## src/rtl/ft_tx_arbiter.sv

```systemverilog
// Round-robin omux consumer that writes granted bytes into the FT2232 TX FIFO with an FT245 WR
// strobe. A granted source keeps the grant while its request stays high, so records stay atomic.
module ft_tx_arbiter #(
  parameter int unsigned SRC_COUNT    = 2,
  parameter int unsigned WR_CYCLES    = 3,
  parameter int unsigned RECOV_CYCLES = 4
) (
  input  logic                   clk_i,
  input  logic                   reset_ni,
  input  logic                   ntxe_i,
  output logic                   wr_o,
  output logic [7:0]             d_o,
  output logic                   d_oe_o,
  input  logic                   rd_pending_i,
  output logic                   tx_busy_o,
  input  logic [SRC_COUNT-1:0]   omux_req_i,
  input  logic [8*SRC_COUNT-1:0] omux_data_i,
  output logic [SRC_COUNT-1:0]   omux_sel_o,
  output logic [31:0]            byte_count_o
);

  localparam int unsigned PtrW   = (SRC_COUNT > 1) ? $clog2(SRC_COUNT) : 1;
  localparam int unsigned CntMax = (WR_CYCLES > RECOV_CYCLES) ? WR_CYCLES : RECOV_CYCLES;
  localparam int unsigned CntW   = $clog2(CntMax + 1);

  typedef enum logic [2:0] {StIdle, StSetup, StStrobe, StHold, StRecov} state_e;

  state_e          state_q, state_d;
  logic [CntW-1:0] cnt_q, cnt_d;
  logic [PtrW-1:0] ptr_q, ptr_d;
  logic [PtrW-1:0] grant_q, grant_d;
  logic            lock_q, lock_d;
  logic [7:0]      d_q, d_d;
  logic [31:0]     byte_count_q, byte_count_d;
  logic            txe_meta_q, txe_s_q;

  logic            rr_found;
  logic [PtrW-1:0] rr_idx;
  logic [PtrW-1:0] grant_next;

  // TXE# is asynchronous; synchronizer resets to "FIFO full" so nothing is written early.
  always_ff @(posedge clk_i or negedge reset_ni) begin
    if (!reset_ni) begin
      txe_meta_q <= 1'b1;
      txe_s_q    <= 1'b1;
    end else begin
      txe_meta_q <= ntxe_i;
      txe_s_q    <= txe_meta_q;
    end
  end

  always_ff @(posedge clk_i or negedge reset_ni) begin
    if (!reset_ni) begin
      state_q      <= StIdle;
      cnt_q        <= '0;
      ptr_q        <= '0;
      grant_q      <= '0;
      lock_q       <= 1'b0;
      d_q          <= 8'h00;
      byte_count_q <= 32'h0;
    end else begin
      state_q      <= state_d;
      cnt_q        <= cnt_d;
      ptr_q        <= ptr_d;
      grant_q      <= grant_d;
      lock_q       <= lock_d;
      d_q          <= d_d;
      byte_count_q <= byte_count_d;
    end
  end

  // First requester at or after the pointer, wrapping.
  always_comb begin
    int unsigned cand;
    logic [PtrW-1:0] cand_idx;
    rr_found = 1'b0;
    rr_idx   = ptr_q;
    for (int unsigned i = 0; i < SRC_COUNT; i++) begin
      cand = 32'(ptr_q) + i;
      if (cand >= SRC_COUNT) cand = cand - SRC_COUNT;
      cand_idx = PtrW'(cand);
      if (!rr_found && omux_req_i[cand_idx]) begin
        rr_found = 1'b1;
        rr_idx   = cand_idx;
      end
    end
  end

  assign grant_next = (32'(grant_q) == SRC_COUNT - 1) ? '0 : grant_q + 1'b1;

  always_comb begin
    state_d      = state_q;
    cnt_d        = cnt_q;
    ptr_d        = ptr_q;
    grant_d      = grant_q;
    lock_d       = lock_q;
    d_d          = d_q;
    byte_count_d = byte_count_q;
    unique case (state_q)
      StIdle: begin
        if (lock_q) begin
          if (omux_req_i[grant_q]) begin
            if (!txe_s_q) begin
              d_d     = omux_data_i[32'(grant_q)*8 +: 8];
              state_d = StSetup;
            end
          end else begin
            lock_d = 1'b0;
            ptr_d  = grant_next;
          end
        end else if (!rd_pending_i && !txe_s_q && rr_found) begin
          grant_d = rr_idx;
          lock_d  = 1'b1;
          d_d     = omux_data_i[32'(rr_idx)*8 +: 8];
          state_d = StSetup;
        end
      end
      StSetup: begin
        cnt_d   = CntW'(WR_CYCLES - 1);
        state_d = StStrobe;
      end
      StStrobe: begin
        if (cnt_q == '0) state_d = StHold;
        else             cnt_d   = cnt_q - 1'b1;
      end
      StHold: begin
        byte_count_d = byte_count_q + 32'd1;
        cnt_d        = CntW'(RECOV_CYCLES - 1);
        state_d      = StRecov;
      end
      StRecov: begin
        if (cnt_q == '0) state_d = StIdle;
        else             cnt_d   = cnt_q - 1'b1;
      end
      default: state_d = StIdle;
    endcase
  end

  // Outputs decode from state only, so an asynchronous reset clears them at once.
  always_comb begin
    wr_o       = 1'b0;
    d_oe_o     = 1'b0;
    omux_sel_o = '0;
    unique case (state_q)
      StSetup:  d_oe_o = 1'b1;
      StStrobe: begin
        wr_o   = 1'b1;
        d_oe_o = 1'b1;
      end
      StHold: begin
        d_oe_o              = 1'b1;
        omux_sel_o[grant_q] = 1'b1;
      end
      default: ;
    endcase
  end

  assign d_o          = d_q;
  assign byte_count_o = byte_count_q;
  assign tx_busy_o    = d_oe_o | lock_q;

endmodule

```

## config.mk

```make
export PLATFORM = sky130hd
export DESIGN_NAME = ft_tx_arbiter
export DESIGN_NICKNAME = d
export VERILOG_FILES = /design/src/rtl/ft_tx_arbiter.sv
export SDC_FILE = /design/constraint.sdc
export NUM_CORES = 1
export LEC_CHECK = 0
export CORE_MARGIN = 8
export CORE_UTILIZATION = 26
export DETAILED_ROUTE_END_ITERATION = 6
export GPL_TIMING_DRIVEN = 0
export PLACE_DENSITY = 0.57
export SETUP_SLACK_MARGIN = 0.4
export SLEW_MARGIN = 20
export SYNTH_ARGS = -nofsm -noshare
export SYNTH_HDL_FRONTEND = slang
export SYNTH_SLANG_ARGS = --single-unit
```

## constraint.sdc

```tcl
create_clock -name clk_i -period 2.6 [get_ports clk_i]
set_input_delay 0.26 -clock clk_i [delete_from_list [all_inputs] [get_ports clk_i]]
set_output_delay 0.26 -clock clk_i [all_outputs]
set_load 0.005 [all_outputs]
```

==> results.txt, run 1 <==
----------------------------------------------------
[Status]
  Run status ... complete, no violations

[Detailed routing]
  Vias after detailed routing ... 2177
  Ratio of routed vias to standard cells ... 4.712
  Post-DR wirelength/cell ... roughly 14 um
  Iteration count of the initial detailed-routing pass ... 4
  Remaining routing DRC violations ... 0
  DRC marker count from the first detailed-route iteration ... between 90 and 100
  Total length of routed wires ... roughly 6700 um
  Routed Antenna Nets ... 0

[Finish]
  Final antenna diode count ... 0
  Area added between synthesis and finish ... 37.61%
  Final standard cell utilization of the core ... a little under two fifths
  Filler cell count in the final layout ... between 900 and 1000
  Number of non-filler instances in the completed layout ... 462
  Fin nets ... between 300 and 400
  Share of post-route cells with drive strength above 1 ... 10.33%
  Design Area, Final ... ~0.0036 mm^2
  Commonest non-fill, non-tap cell in the layout ... sky130_fd_sc_hd__clkdlybuf4s50_1
  Commonest non-fill, non-tap cells in the layout ... sky130_fd_sc_hd__clkdlybuf4s50_1 (63), sky130_fd_sc_hd__dfrtp_1 (49), sky130_fd_sc_hd__xnor2_1 (29)

[Place]
  Buffers on Ports ... 66
  Area of placed instances ... about 0.0034 mm^2
  Total placed cells including tap cells ... about 450
  Final Wtd Congestion ... 0.7827
  Place WS ... roughly 0.21 ns
  HPWL reported at the end of detailed placement ... around 5000 um

[Min path]
  Cells on Worst Hold Path ... 0
  Origin of the worst min-delay path ... txe_meta_q$_DFF_PN1_
  Path type of the worst min-delay path ... reg -> reg
  Hold endpoint ... txe_s_q$_DFF_PN1_

[Timing]
  Post-layout worst setup margin ... 0.5541 ns
  Slew Limit Headroom ... approximately two fifths
  Final critical-path share of the clock period ... around four fifths
  Unrepaired setup endpoints after global routing ... no
  Fin Clk Skew ... a little over 0.006 ns
  Final count of hold timing violations ... 0
  Setup TNS ... 0 ns
  Final number of setup-violating endpoints ... 0
  Max Clock Freq ... a little under 500 MHz
  Hold slack ... 0.3607 ns
  Slew of the pin with the lowest slew margin ... about 0.92 ns
  Min Clock Period, post-route ... about 2.0 ns
  Number of slew-limit violations in the final report ... 0

[Global route]
  Remaining global-route overflow ... 0
  Number of global-route vias before repair ... roughly 2200
  Antenna violations before repair ... 0
  All-Layer GR Usage ... roughly a tenth
  Largest net degree at the start of global routing ... 52
  First-pass GRT wire length ... around 11000 um

[Worst setup path]
  Cell type group with the largest total delay on the critical path ... compound AO/OA/AOI/OAI gates
  Reg2reg setup slack ... approximately 0.61 ns
  Highest-delay cell along the critical path ... sky130_fd_sc_hd__a2111oi_4
  Combined buffer and inverter count along the critical path ... 2
  CP Data Required Time ... between 2 and 3 ns
  Start of the worst register-to-register path ... lock_q$_DFFE_PN0N_
  Number of logic stages on the critical path including buffering ... 6
  Largest fanout of any net on the critical path ... 10
  Crit end category ... flop
  Worst EP arrival ... about 2.2 ns
  Cells traversed along the worst timing path ... clkdlybuf4s50_1 > a21bo_1 > a2111oi_4 > and2_1 > buf_6 > a31oi_1
  Endpoint of the most critical register-to-register path ... d_o[5]$_DFFE_PN0P_
  Delay of the slowest cell on the worst path ... roughly 0.66 ns
  Path type of the worst setup path ... in -> reg
  Type of origin of the critical path ... input port
  R2R depth ... 6

[CTS]
  Clock transition at path regs ... around 0.090 ns
  H-tree Lvls ... 2
  Master cell of the clock root buffer ... sky130_fd_sc_hd__clkbuf_8
  Post-CTS Repair Setup Buffers ... 0
  TritonCTS clock tree ... done
  Total clock buffers created by CTS ... 5
  Source-to-sink clock delay at the later pin of the worst-skew pair ... ~0.3 ns
  Clock Tree Buf Depth ... 2
  CTS Sinks ... between 50 and 60

[Synth]
  Total nets after synthesis ... roughly 280
  Number of synthesized register bits ... just over 50
  Proportion of netlist area held by the largest area contributor ... 46.78%
  Sequential cell area fraction in the yosys report ... between 40% and 50%
  Distinct cell type count after synthesis ... 51
  Library cell occupying the most area in the post-synthesis netlist ... sky130_fd_sc_hd__dfrtp_1
  Async set-reset flop share out of synthesis ... between 90% and 100%
  Number of warning messages in the yosys log ... 0
  Leading cell types by total area after synthesis ... sky130_fd_sc_hd__dfrtp_1 (47%), sky130_fd_sc_hd__xnor2_1 (9.7%), sky130_fd_sc_hd__nand3_1 (4.2%), sky130_fd_sc_hd__nand4_1 (3.3%), sky130_fd_sc_hd__a31oi_1 (2.6%)
  Area of the mapped netlist ... 0.002621 mm^2
  Count of flip-flops with a built-in enable after synthesis ... 0
  Cells after Synth ... 254
  Flip-flop cell with the highest count after synthesis ... sky130_fd_sc_hd__dfrtp_1
  Synth Area per Inst ... about 10 um^2

[Pwr]
  Static Leakage ... 1.462 nW
  Max IR drop VDD ... around 240 uV
  Power consumption ... between 2 and 3 mW
  Power density relative to cell area ... 820.0 mW/mm^2

[Floorplan]
  Placement row count ... 36
  Starting density of the core ... approximately 27%
  Die ar. ... 0.01355 mm^2
  Placeable core region ... ~0.0098 mm^2
  Die outline width ... 116.4 um
  Die Span Y ... 116.4 um
  Io pins ... 67

[Job]
  Number of max-capacitance violations reported ... 0

----------------------------------------------------
## final cells by class
class	instances	area, um^2	area share [%]
buffer	9	78.83	2.185
clock buffer	6	82.58	2.289
clock inverter	2	38.79	1.075
inverter	8	30.03	0.8325
multi-input combinational	186	1262	35.00
sequential	51	1279	35.45
tap	133	166.4	4.613
timing repair buffer	67	669.4	18.56
## worst max path at each step
stage / startpoint / endpoint
after floorplan: lock_q$_DFFE_PN0N_ / d_o[0]$_DFFE_PN0P_
after global placement: reset_ni / ptr_q$_DFFE_PN0P_
after detailed placement: omux_req_i[0] / d_o[3]$_DFFE_PN0P_
after CTS: state_q[2]$_DFFE_PN0P_ / omux_sel_o[0]
after global routing: omux_req_i[0] / d_o[6]$_DFFE_PN0P_
final: omux_req_i[0] / d_o[5]$_DFFE_PN0P_
## power breakdown
part | switching (mW) | internal, mW
sequential | 0.134 | 0.957
clock | 0.268 | 0.317
combinational | 0.643 | 0.640
## kinds of logic (layout without fill, tap and decap cells)
family,count (synthesis),after routing,share of synthesized area (%)
compound gates,48,48,12.22
xor+xnor,32,32,10.69
fa+ha+maj,3,3,1.432
buf+inv,17,92,3.484
flops,51,51,48.78
mux,2,2,0.8114
simple gates,101,101,22.58
## flip-flops by register name, indices dropped and copies added (netlist names)
name          cells
byte_count_o     32
cnt_q             3
d_o               8
grant_q           1
lock_q            1
ptr_q             1
state_q           3
txe_meta_q        1
txe_s_q           1
## layer usage
metal	GRT usage [%]	wire [um]	vias to the layer above
li1	-	-	1063
met1	12.42	2878	1060
met2	17.45	3323	45
met3	2.637	366	9
met4	4.062	123	0
met5	0	0	-
## worst register-to-register path, cell delays in order, from the launching register on
cell,delay [ns]
sky130_fd_sc_hd__dfrtp_1,0.42
sky130_fd_sc_hd__buf_12,0.15
sky130_fd_sc_hd__a21bo_1,0.21
sky130_fd_sc_hd__a2111oi_4,0.66
sky130_fd_sc_hd__and2_1,0.23
sky130_fd_sc_hd__buf_6,0.13
sky130_fd_sc_hd__a31oi_1,0.08
## synth_stat cells (all sizes together) (2+ instances only)
cell type  count
a211oi         3
a21oi          9
a31oi         11
and2           2
and3           4
and4           2
buf            6
clkbuf         3
dfrtp         49
dfstp          2
ha             3
inv            8
nand2         17
nand2b         2
nand3         22
nand4         15
nand4b         2
nor2          16
nor2b          4
nor3           5
nor3b          2
nor4           5
o21ai         14
o221a          2
o22ai          2
xnor2         29
xor2           3
## repair_timing
| action | 4_1_cts | 5_1_grt |
|---|---|---|
| hold buffers | 1 | 0 |
| setup endpoints to repair | 3 | 3 |
| resized for setup | 9 | 2 |
| hold endpoints to repair | 32 | 0 |
Power figures use the tool's default switching activity.
==> run 2, diff against run 1 <==
PLACE_DENSITY = 0.59   (was 0.57)
clock period = 1.65 ns   (was 2.6 ns; I/O delays follow)
==> run 2 against run 1 <==
  * The flow now finishes with violations (setup timing)
  * Clock power rose by 52%
  * Final cell count up 20%
  * Die area unchanged
  * Design area rose by 33%
  * Via count is 22% higher
  * Hold slack got worse by 0.092 ns
  * First-iteration DRC count is 18% lower
  * Count of clock-buffer cells in the layout is 1 higher
  * Routed wire length up 28%
  * Critical endpoint is now byte_count_o[24]$_DFFE_PN0P_
  * Highest routed layer unchanged
==> results.txt, run 2 (synthesis results as in run 1) <==
----------------------------------------------------
[Status]
  Run status ... complete, but fails checks
  Violated checks ... setup timing

[Timing]
  Fin Clk Skew ... 0.01314 ns (+0.007107 ns)
  Slew of the pin with the lowest slew margin ... 0.6812 ns (-0.2425 ns)
  Post-layout worst setup margin ... -0.06110 ns (-0.6152 ns)
  Min Clock Period, post-route ... roughly 1.7 ns
  Final count of hold timing violations ... 0 (unchanged)
  Number of slew-limit violations in the final report ... 0 (unchanged)
  Unrepaired setup endpoints after global routing ... yes
  Final critical-path share of the clock period ... 103.7%
  Slew Limit Headroom ... 54.59% (+17 points)
  Hold slack ... 0.2686 ns (-0.09212 ns)
  Final number of setup-violating endpoints ... 12 (+12)
  Max Clock Freq ... 584.4 MHz

[Global route]
  Remaining global-route overflow ... 0 (unchanged)
  Largest net degree at the start of global routing ... 52 (unchanged)
  Antenna violations before repair ... 0 (unchanged)
  Number of global-route vias before repair ... 2695 (+22%)
  GR peak layer ... met2
  Met3 track utilization from global routing ... 3.051% (+0.41 points)
  All-Layer GR Usage ... 12.04% (+1.7 points)
  Met1 capacity usage during global routing ... 14.44% (+2.0 points)
  Global-route track usage on met2 ... 21.19% (+3.7 points)
  First-pass GRT wire length ... 13140 um (+18%)

[Pwr]
  Power density relative to cell area ... 1254 mW/mm^2 (+53%)
  Max IR drop VDD ... 510.7 uV (+110%)
  Power consumption ... 6.029 mW (+100%)
  Static Leakage ... 2.289 nW (+57%)

[CTS]
  Total clock buffers created by CTS ... 5 (unchanged)
  H-tree Lvls ... 2 (unchanged)
  CTS Sinks ... 51 (unchanged)
  TritonCTS clock tree ... done
  Source-to-sink clock delay at the later pin of the worst-skew pair ... 0.30 ns (about the same)
  Clock transition at path regs ... 0.10 ns (about the same)
  Clock Tree Buf Depth ... 2 (unchanged)
  Master cell of the clock root buffer ... sky130_fd_sc_hd__clkbuf_8

[Detailed routing]
  Routed Antenna Nets ... 0 (unchanged)
  Total length of routed wires ... 8590 um (+28%)
  Remaining routing DRC violations ... 0 (unchanged)
  Vias after detailed routing ... 2663 (+22%)
  Ratio of routed vias to standard cells ... 4.790 (+1.6%)
  DRC marker count from the first detailed-route iteration ... 79 (-18%)
  Post-DR wirelength/cell ... 15.45 um (+6.7%)
  Iteration count of the initial detailed-routing pass ... 4 (unchanged)

[Floorplan]
  Die outline width ... 116.4 um (unchanged)
  Starting density of the core ... 26.82% (unchanged)
  Die Span Y ... 116.4 um (unchanged)
  Placement row count ... 36 (unchanged)
  Die ar. ... 0.01355 mm^2 (unchanged)
  Placeable core region ... 0.009774 mm^2 (unchanged)
  Io pins ... 67 (unchanged)

[Worst setup path]
  Reg2reg setup slack ... -0.06 ns (-0.67 ns)
  Endpoint of the most critical register-to-register path ... byte_count_o[24]$_DFFE_PN0P_
  CP Data Required Time ... 1.85 ns (-0.94 ns)
  Largest fanout of any net on the critical path ... 8 (-2)
  Worst EP arrival ... 1.91 ns (-0.32 ns)
  Start of the worst register-to-register path ... state_q[2]$_DFFE_PN0P_
  Path type of the worst setup path ... reg -> reg
  Crit end category ... flop
  R2R depth ... 8 (+2)
  Type of origin of the critical path ... flop

[Min path]
  Cells on Worst Hold Path ... 1 (+1)
  Origin of the worst min-delay path ... ntxe_i
  Hold endpoint ... txe_meta_q$_DFF_PN1_
  Path type of the worst min-delay path ... in -> reg

[Finish]
  Area added between synthesis and finish ... 83.44%
  Flip-flop count of the largest register, all copies and words added ... 32 (unchanged)
  Share of post-route cells with drive strength above 1 ... 46.57% (+36 points)
  Fin nets ... 447 (+27%)
  Final antenna diode count ... 0 (unchanged)
  Commonest non-fill, non-tap cells in the layout ... sky130_fd_sc_hd__buf_4 (64), sky130_fd_sc_hd__dfrtp_1 (39), sky130_fd_sc_hd__buf_6 (36)
  Commonest non-fill, non-tap cell in the layout ... sky130_fd_sc_hd__buf_4

[Place]
  Final Wtd Congestion ... 0.7757 (-0.89%)
  HPWL reported at the end of detailed placement ... 5183 um (+4.4%)
  Buffers on Ports ... 66 (unchanged)

[Job]
  Number of max-capacitance violations reported ... 0 (unchanged)

----------------------------------------------------
run 2: changes by cell type in the layout (fill, tap and decap cells not counted), moves of 6 or more:
cell	change
sky130_fd_sc_hd__buf_4	+62
sky130_fd_sc_hd__clkdlybuf4s50_1	-44
sky130_fd_sc_hd__buf_6	+35
sky130_fd_sc_hd__dlygate4sd2_1	+30
sky130_fd_sc_hd__dfrtp_1	-10
sky130_fd_sc_hd__dfrtp_2	+10
sky130_fd_sc_hd__nand3_1	-9
sky130_fd_sc_hd__nor2_1	-9
sky130_fd_sc_hd__nand3_2	+8
sky130_fd_sc_hd__nor2_4	+8
sky130_fd_sc_hd__xnor2_1	-6
sky130_fd_sc_hd__xnor2_2	+6
run 2: timing repair:
item / in CTS / in global routing
resized for setup: 125 / 67
hold buffers: 1 / 0
hold endpoints to repair: 49 / 0
pin swaps: 36 / 30
buffers inserted: 68 / 26
setup endpoints to repair: 90 / 60
run 2: layout make-up:
type | instances | area [um^2]
timing repair buffer | 161 | 1453
inverter | 8 | 33.78
clock buffer | 7 | 76.32
sequential | 51 | 1291
multi-input combinational | 186 | 1628
fill | 924 | 4966
buffer | 9 | 130.1
tap | 133 | 166.4
clock inverter | 1 | 30.03
run 2: per-stage QoR:
| stage | instance area (um^2) | utilization (%) | worst slack (ns) | std cells | setup TNS (ns) |
|---|---|---|---|---|---|
| global placement | 3588 | 36.71 | -1.422 | 453 | -68.83 |
| global route | 4808 | 49.19 | -0.1547 | 556 | -2.266 |
| CTS | 4365 | 44.66 | -0.06963 | 530 | -0.4804 |
| detailed placement | 3586 | 36.69 | -0.5862 | 453 | -8.042 |
| floorplan | 2761 | - | -0.02766 | 254 | -0.2213 |
| finish | 4808 | 49.19 | -0.06110 | 556 | -0.2968 |
run 2: power by group:
part / internal [mW] / total (mW) / switching (mW) / leakage [nW]
Combinational: 1.91 / 3.40 / 1.49 / 1.59
Clock: 0.455 / 0.888 / 0.432 / 0.0524
Sequential: 1.51 / 1.74 / 0.229 / 0.642
run 2: how the worst max path moves through the flow:
stage	from	to	slack, ns	cells past startpoint
2_1_floorplan	lock_q$_DFFE_PN0N_	d_o[0]$_DFFE_PN0P_	-0.03	6
3_3_place_gp	reset_ni	byte_count_o[3]$_DFFE_PN0P_	-1.42	1
3_5_place_dp	omux_req_i[0]	d_o[6]$_DFFE_PN0P_	-0.59	6
4_1_cts	lock_q$_DFFE_PN0N_	d_o[5]$_DFFE_PN0P_	-0.07	7
5_1_grt	state_q[2]$_DFFE_PN0P_	byte_count_o[24]$_DFFE_PN0P_	-0.15	8
6_report	state_q[2]$_DFFE_PN0P_	byte_count_o[24]$_DFFE_PN0P_	-0.06	8
run 2: routing by layer:
layer  vias up  wire length [um]
met3         6               468
met4         0                57
met5         -                 0
met1      1332              3565
met2        66              4498
li1       1259                 -
run 2: worst max-delay path, stage by stage (launching register included):
cell	delay [ns]
sky130_fd_sc_hd__dfrtp_1	0.38
sky130_fd_sc_hd__buf_6	0.13
sky130_fd_sc_hd__buf_12	0.11
sky130_fd_sc_hd__nand4b_1	0.18
sky130_fd_sc_hd__buf_6	0.16
sky130_fd_sc_hd__nor3_4	0.17
sky130_fd_sc_hd__buf_6	0.18
sky130_fd_sc_hd__nand4_1	0.13
sky130_fd_sc_hd__xnor2_1	0.17
